===== src/rtl/shift_tx8_pkg.sv =====
// Shared definitions for the shift_tx8 serial byte transmitter.
package shift_tx8_pkg;

  typedef enum logic [1:0] {
    IDLE  = 2'b00,
    START = 2'b01,
    DATA  = 2'b10,
    STOP  = 2'b11
  } state_t;

  localparam int DATA_BITS  = 8;
  localparam int FRAME_BITS = 10;

  localparam logic LINE_IDLE  = 1'b1;
  localparam logic LINE_START = 1'b0;

endpackage


===== src/rtl/shift_tx8_bit_timer.sv =====
// Bit-period timer: ticks on the last cycle of each serial bit, held at zero while disabled.
module shift_tx8_bit_timer #(
  parameter int CLKS_PER_BIT = 4
) (
  input  logic clk,
  input  logic reset_n,
  input  logic en,
  output logic tick
);

  localparam int CNT_W = (CLKS_PER_BIT > 1) ? $clog2(CLKS_PER_BIT) : 1;
  localparam logic [CNT_W-1:0] LAST = CNT_W'(CLKS_PER_BIT - 1);

  logic [CNT_W-1:0] cnt;

  assign tick = en && (cnt == LAST);

  always_ff @(posedge clk) begin
    if (!reset_n || !en) begin
      cnt <= '0;
    end else if (cnt == LAST) begin
      cnt <= '0;
    end else begin
      cnt <= cnt + CNT_W'(1);
    end
  end

endmodule


===== src/rtl/shift_tx8.sv =====
// Byte transmitter: one-entry holding register feeding a start/8-data/stop serialiser.
module shift_tx8 #(
  parameter int CLKS_PER_BIT = 4
) (
  input  logic       clk,
  input  logic       reset_n,
  input  logic [7:0] in_data,
  input  logic       in_valid,
  output logic       in_ready,
  output logic       tx,
  output logic       busy
);

  import shift_tx8_pkg::*;

  state_t     state;
  logic [7:0] hold;
  logic [7:0] shift;
  logic       hold_full;
  logic [2:0] bit_idx;
  logic       tick;

  assign in_ready = ~hold_full;

  shift_tx8_bit_timer #(
    .CLKS_PER_BIT(CLKS_PER_BIT)
  ) u_timer (
    .clk    (clk),
    .reset_n(reset_n),
    .en     (state != IDLE),
    .tick   (tick)
  );

  // Holding register data carries no reset; hold_full qualifies it.
  always_ff @(posedge clk) begin
    if (in_valid && in_ready) begin
      hold <= in_data;
    end
  end

  always_ff @(posedge clk) begin
    if (!reset_n) begin
      state     <= IDLE;
      tx        <= LINE_IDLE;
      busy      <= 1'b0;
      hold_full <= 1'b0;
      bit_idx   <= '0;
      shift     <= '0;
    end else begin
      if (in_valid && in_ready) begin
        hold_full <= 1'b1;
      end
      case (state)
        IDLE: begin
          if (hold_full) begin
            shift     <= hold;
            hold_full <= 1'b0;
            state     <= START;
            tx        <= LINE_START;
            busy      <= 1'b1;
          end
        end
        START: begin
          if (tick) begin
            state   <= DATA;
            bit_idx <= '0;
            tx      <= shift[0];
          end
        end
        DATA: begin
          if (tick) begin
            shift   <= shift >> 1;
            bit_idx <= bit_idx + 3'd1;
            if (bit_idx == 3'(DATA_BITS - 1)) begin
              state <= STOP;
              tx    <= LINE_IDLE;
            end else begin
              tx <= shift[1];
            end
          end
        end
        STOP: begin
          if (tick) begin
            // A queued byte starts straight away so back-to-back frames have no gap.
            if (hold_full) begin
              shift     <= hold;
              hold_full <= 1'b0;
              state     <= START;
              tx        <= LINE_START;
            end else begin
              state <= IDLE;
              busy  <= 1'b0;
            end
          end
        end
        default: state <= IDLE;
      endcase
    end
  end

endmodule


===== config.mk =====
export PLATFORM = sky130hd
export DESIGN_NAME = shift_tx8
export DESIGN_NICKNAME = d
export VERILOG_FILES = /design/src/rtl/shift_tx8_pkg.sv /design/src/rtl/shift_tx8_bit_timer.sv /design/src/rtl/shift_tx8.sv
export SDC_FILE = /design/constraint.sdc
export NUM_CORES = 1
export LEC_CHECK = 0
export ABC_AREA = 1
export CELL_PAD_IN_SITES_DETAIL_PLACEMENT = 0
export CELL_PAD_IN_SITES_GLOBAL_PLACEMENT = 1
export CORE_MARGIN = 5
export CORE_UTILIZATION = 44
export DETAILED_ROUTE_END_ITERATION = 10
export MAX_ROUTING_LAYER = met4
export PLACE_DENSITY_LB_ADDON = 0.12
export SYNTH_ARGS = -nofsm -noshare
export SYNTH_HDL_FRONTEND = slang
export SYNTH_SLANG_ARGS = --single-unit
export TNS_END_PERCENT = 1

===== constraint.sdc =====
create_clock -name clk -period 2.67 [get_ports clk]
set_clock_uncertainty 0.05 [all_clocks]
set_input_delay 0.6675 -clock clk [delete_from_list [all_inputs] [get_ports clk]]
set_output_delay 0.6675 -clock clk [all_outputs]
set_load 0.005 [all_outputs]

==> impl_metrics.env <==
export IMPL_critPathCaptureType="output pin"
export IMPL_leakagePower_uw=0.0006612
export IMPL_die_h_um=64.33
export IMPL_setup_tns_final_ns=0
export IMPL_firstDrtPassIters=4
export IMPL_ys_seq_area_frac=0.4624
export IMPL_grt_pass1_wl_um=4236
export IMPL_gp_congestion=0.7603
export IMPL_cts_buffers=3
export IMPL_antenna_found_initial=0
export IMPL_drtIter0Drc=51
export IMPL_routed_via_density=4.873
export IMPL_cp_start_kind="register"
export IMPL_cts_tree="yes"
export IMPL_clkPwrFrac=0.192
export IMPL_cp_startpoint="hold_full$_SDFF_PN0_"
export IMPL_gr_total_overflow=0
export IMPL_maxSlewHeadroom=0.5176
export IMPL_finalHoldViolations=0
export IMPL_num_fill_cells=283
export IMPL_finalCritPeriodShare=0.7808
export IMPL_hpwl_um=1788
export IMPL_crit_arrival_ns=1.37
export IMPL_peakVddDrop_v=0.0005760
export IMPL_crit_type="reg2out"
export IMPL_post_drt_wl_per_cell_um=12.02
export IMPL_tightest_slew_ns=0.7236
export IMPL_p_int_uw=888.6
export IMPL_path_cells="inv_2, clkdlybuf4s50_1"
export IMPL_yosysUniqueCellTypes=22
export IMPL_fmax_mhz=479.7
export IMPL_crit_family="buffers and inverters"
export IMPL_setup_violations=0
export IMPL_top_layer="met4"
export IMPL_hp_start="u_timer.cnt[0]$_SDFF_PP0_"
export IMPL_ys_ff_latch=26
export IMPL_htreeDepth=1
export IMPL_clk_latency_ns=0.32
export IMPL_syn_inst=159
export IMPL_synthesis_nets=178
export IMPL_die_x_um=64.33
export IMPL_finalCriticalPeriod_ns=2.085
export IMPL_power_density_nw_per_um2=947.9
export IMPL_drc=0
export IMPL_antenna_cells=0
export IMPL_crit_fanout=6
export IMPL_p_seq_frac=0.395
export IMPL_critical_path_buf_inv_count=2
export IMPL_p_sw_uw=534.7
export IMPL_area_growth_pct=15.61
export IMPL_grt_pass1_vias=918
export IMPL_rows=19
export IMPL_grt_usage=0.1298
export IMPL_wl_met2_um=1024
export IMPL_status="completed"
export IMPL_cts_buffer_depth=2
export IMPL_final_cells=205
export IMPL_ant_nets=0
export IMPL_start_util=0.4669
export IMPL_numPortBuffers=13
export IMPL_min_path_type="reg2reg"
export IMPL_sw_frac_of_total=0.3757
export IMPL_maxCapViolations=0
export IMPL_ioPinCount=14
export IMPL_totalWireLength_um=2464
export IMPL_reg2reg_from="state[0]$_SDFFE_PN0P_"
export IMPL_ctsHoldBuffers=0
export IMPL_layout_common_cells="nand2_1 (54), dfxtp_1 (18), a21oi_1 (14)"
export IMPL_p_comb_frac=0.413
export IMPL_grt_max_degree=16
export IMPL_drive_gt1_frac=0.1264
export IMPL_core_area_um2=2781
export IMPL_maxSlewViolCount=0
export IMPL_crit_slowest_cell="dfxtp_1"
export IMPL_layout_commonest_cell="nand2_1"
export IMPL_wl_met1_um=1305
export IMPL_slowest_delay_ns=0.50
export IMPL_yosysWarnings=0
export IMPL_clock_sinks=26
export IMPL_grt_setup_unrepaired="false"
export IMPL_post_cts_setup_buffer_count=0
export IMPL_root_buffer="clkbuf_4"
export IMPL_final_nets=194
export IMPL_synth_area_um2=1299
export IMPL_vias=999
export IMPL_met3_length_um=93
export IMPL_required_ns=1.95
export IMPL_finalHoldWorstSlack_ns=0.3817
export IMPL_die_area_um2=4138
export IMPL_dp_cells=201
export IMPL_clk_pin_slew_ns=0.15
export IMPL_ctsResizeCount=0
export IMPL_synth_avg_cell_area_um2=8.168
==> area by class of cell <==
cell class	count	area (µm²)	share of cell area
clock inverters	1	30.03	0.02000
inverters	16	61.31	0.04083
repair buffers	14	137.6	0.09167
well taps	31	38.79	0.02583
clock buffers	3	22.52	0.01500
multi-input cells	114	610.6	0.4067
flip-flops and latches	26	600.6	0.4000
==> cell families after synthesis <==
logic type / after synthesis / synth area share
DFF: 26 / 0.4624
adders and majority gates: 8 / 0.07707
AOI/OAI and AO/OA: 19 / 0.08478
and+or+nand+nor: 87 / 0.3083
buffers and inverters: 19 / 0.06743
==> Yosys cell counts <==
library cell  count  area share
nand2_1          54        0.16
dfxtp_1          18        0.28
a21oi_1          14       0.054
nand3_1          12       0.046
inv_1            11       0.032
nor2_1            9       0.026
edfxtp_1          8        0.18
ha_1              8       0.077
inv_2             4       0.012
nand2_2           4       0.019
o21ai_0           3       0.012
buf_6             2       0.017
nand2_4           2       0.017
nor2_2            2      0.0096
clkbuf_1          1      0.0029
clkinv_2          1      0.0038
nand4_1           1      0.0048
nor2_4            1      0.0087
nor2_8            1       0.015
o21ai_2           1      0.0067
o21ai_4           1       0.013
or3_1             1      0.0048
==> registers in the layout (all words and copies together), names as in the netlist <==
signal	flops
bit_idx	3
hold_full	1
u_timer.cnt	2
hold	8
shift	8
busy	1
tx	1
state	2
==> power by group through the flow <==
stage / sequential, µW / combinational, µW / clock (µW)
finish: 562 / 588 / 273
detailed placement: 572 / 595 / 0
floorplan: 562 / 468 / 0
global placement: 570 / 593 / 0
global route: 577 / 679 / 295
CTS: 563 / 598 / 280
==> through the flow <==
step	power, µW	area [µm²]	setup WS, ns	util
after global routing	1551	1501	0.5137	0.5398
after detailed placement	1167	1449	0.6420	0.5209
after CTS	1441	1501	0.5745	0.5398
final	1423	1501	0.5853	0.5398
after floorplan	1030	1299	1.144	-
after global placement	1164	1449	0.6874	0.5209
==> per-layer routing <==
metal  GRT usage  vias to the layer above
met4     0.04580                        0
met2      0.1754                       15
li1            -                      537
met5           -                        -
met1      0.1916                      442
met3     0.02277                        5
==> path summary, 6_finish.rpt <==
check | to | slack [ns] | cells after the start
min reg2reg | u_timer.cnt[0]$_SDFF_PP0_ | 0.38 | 1
max | in_ready | 0.59 | 2
max reg2reg | bit_idx[2]$_SDFFE_PN0P_ | 0.77 | 6
min | u_timer.cnt[0]$_SDFF_PP0_ | 0.38 | 1
(Power assumes the default switching activity.)
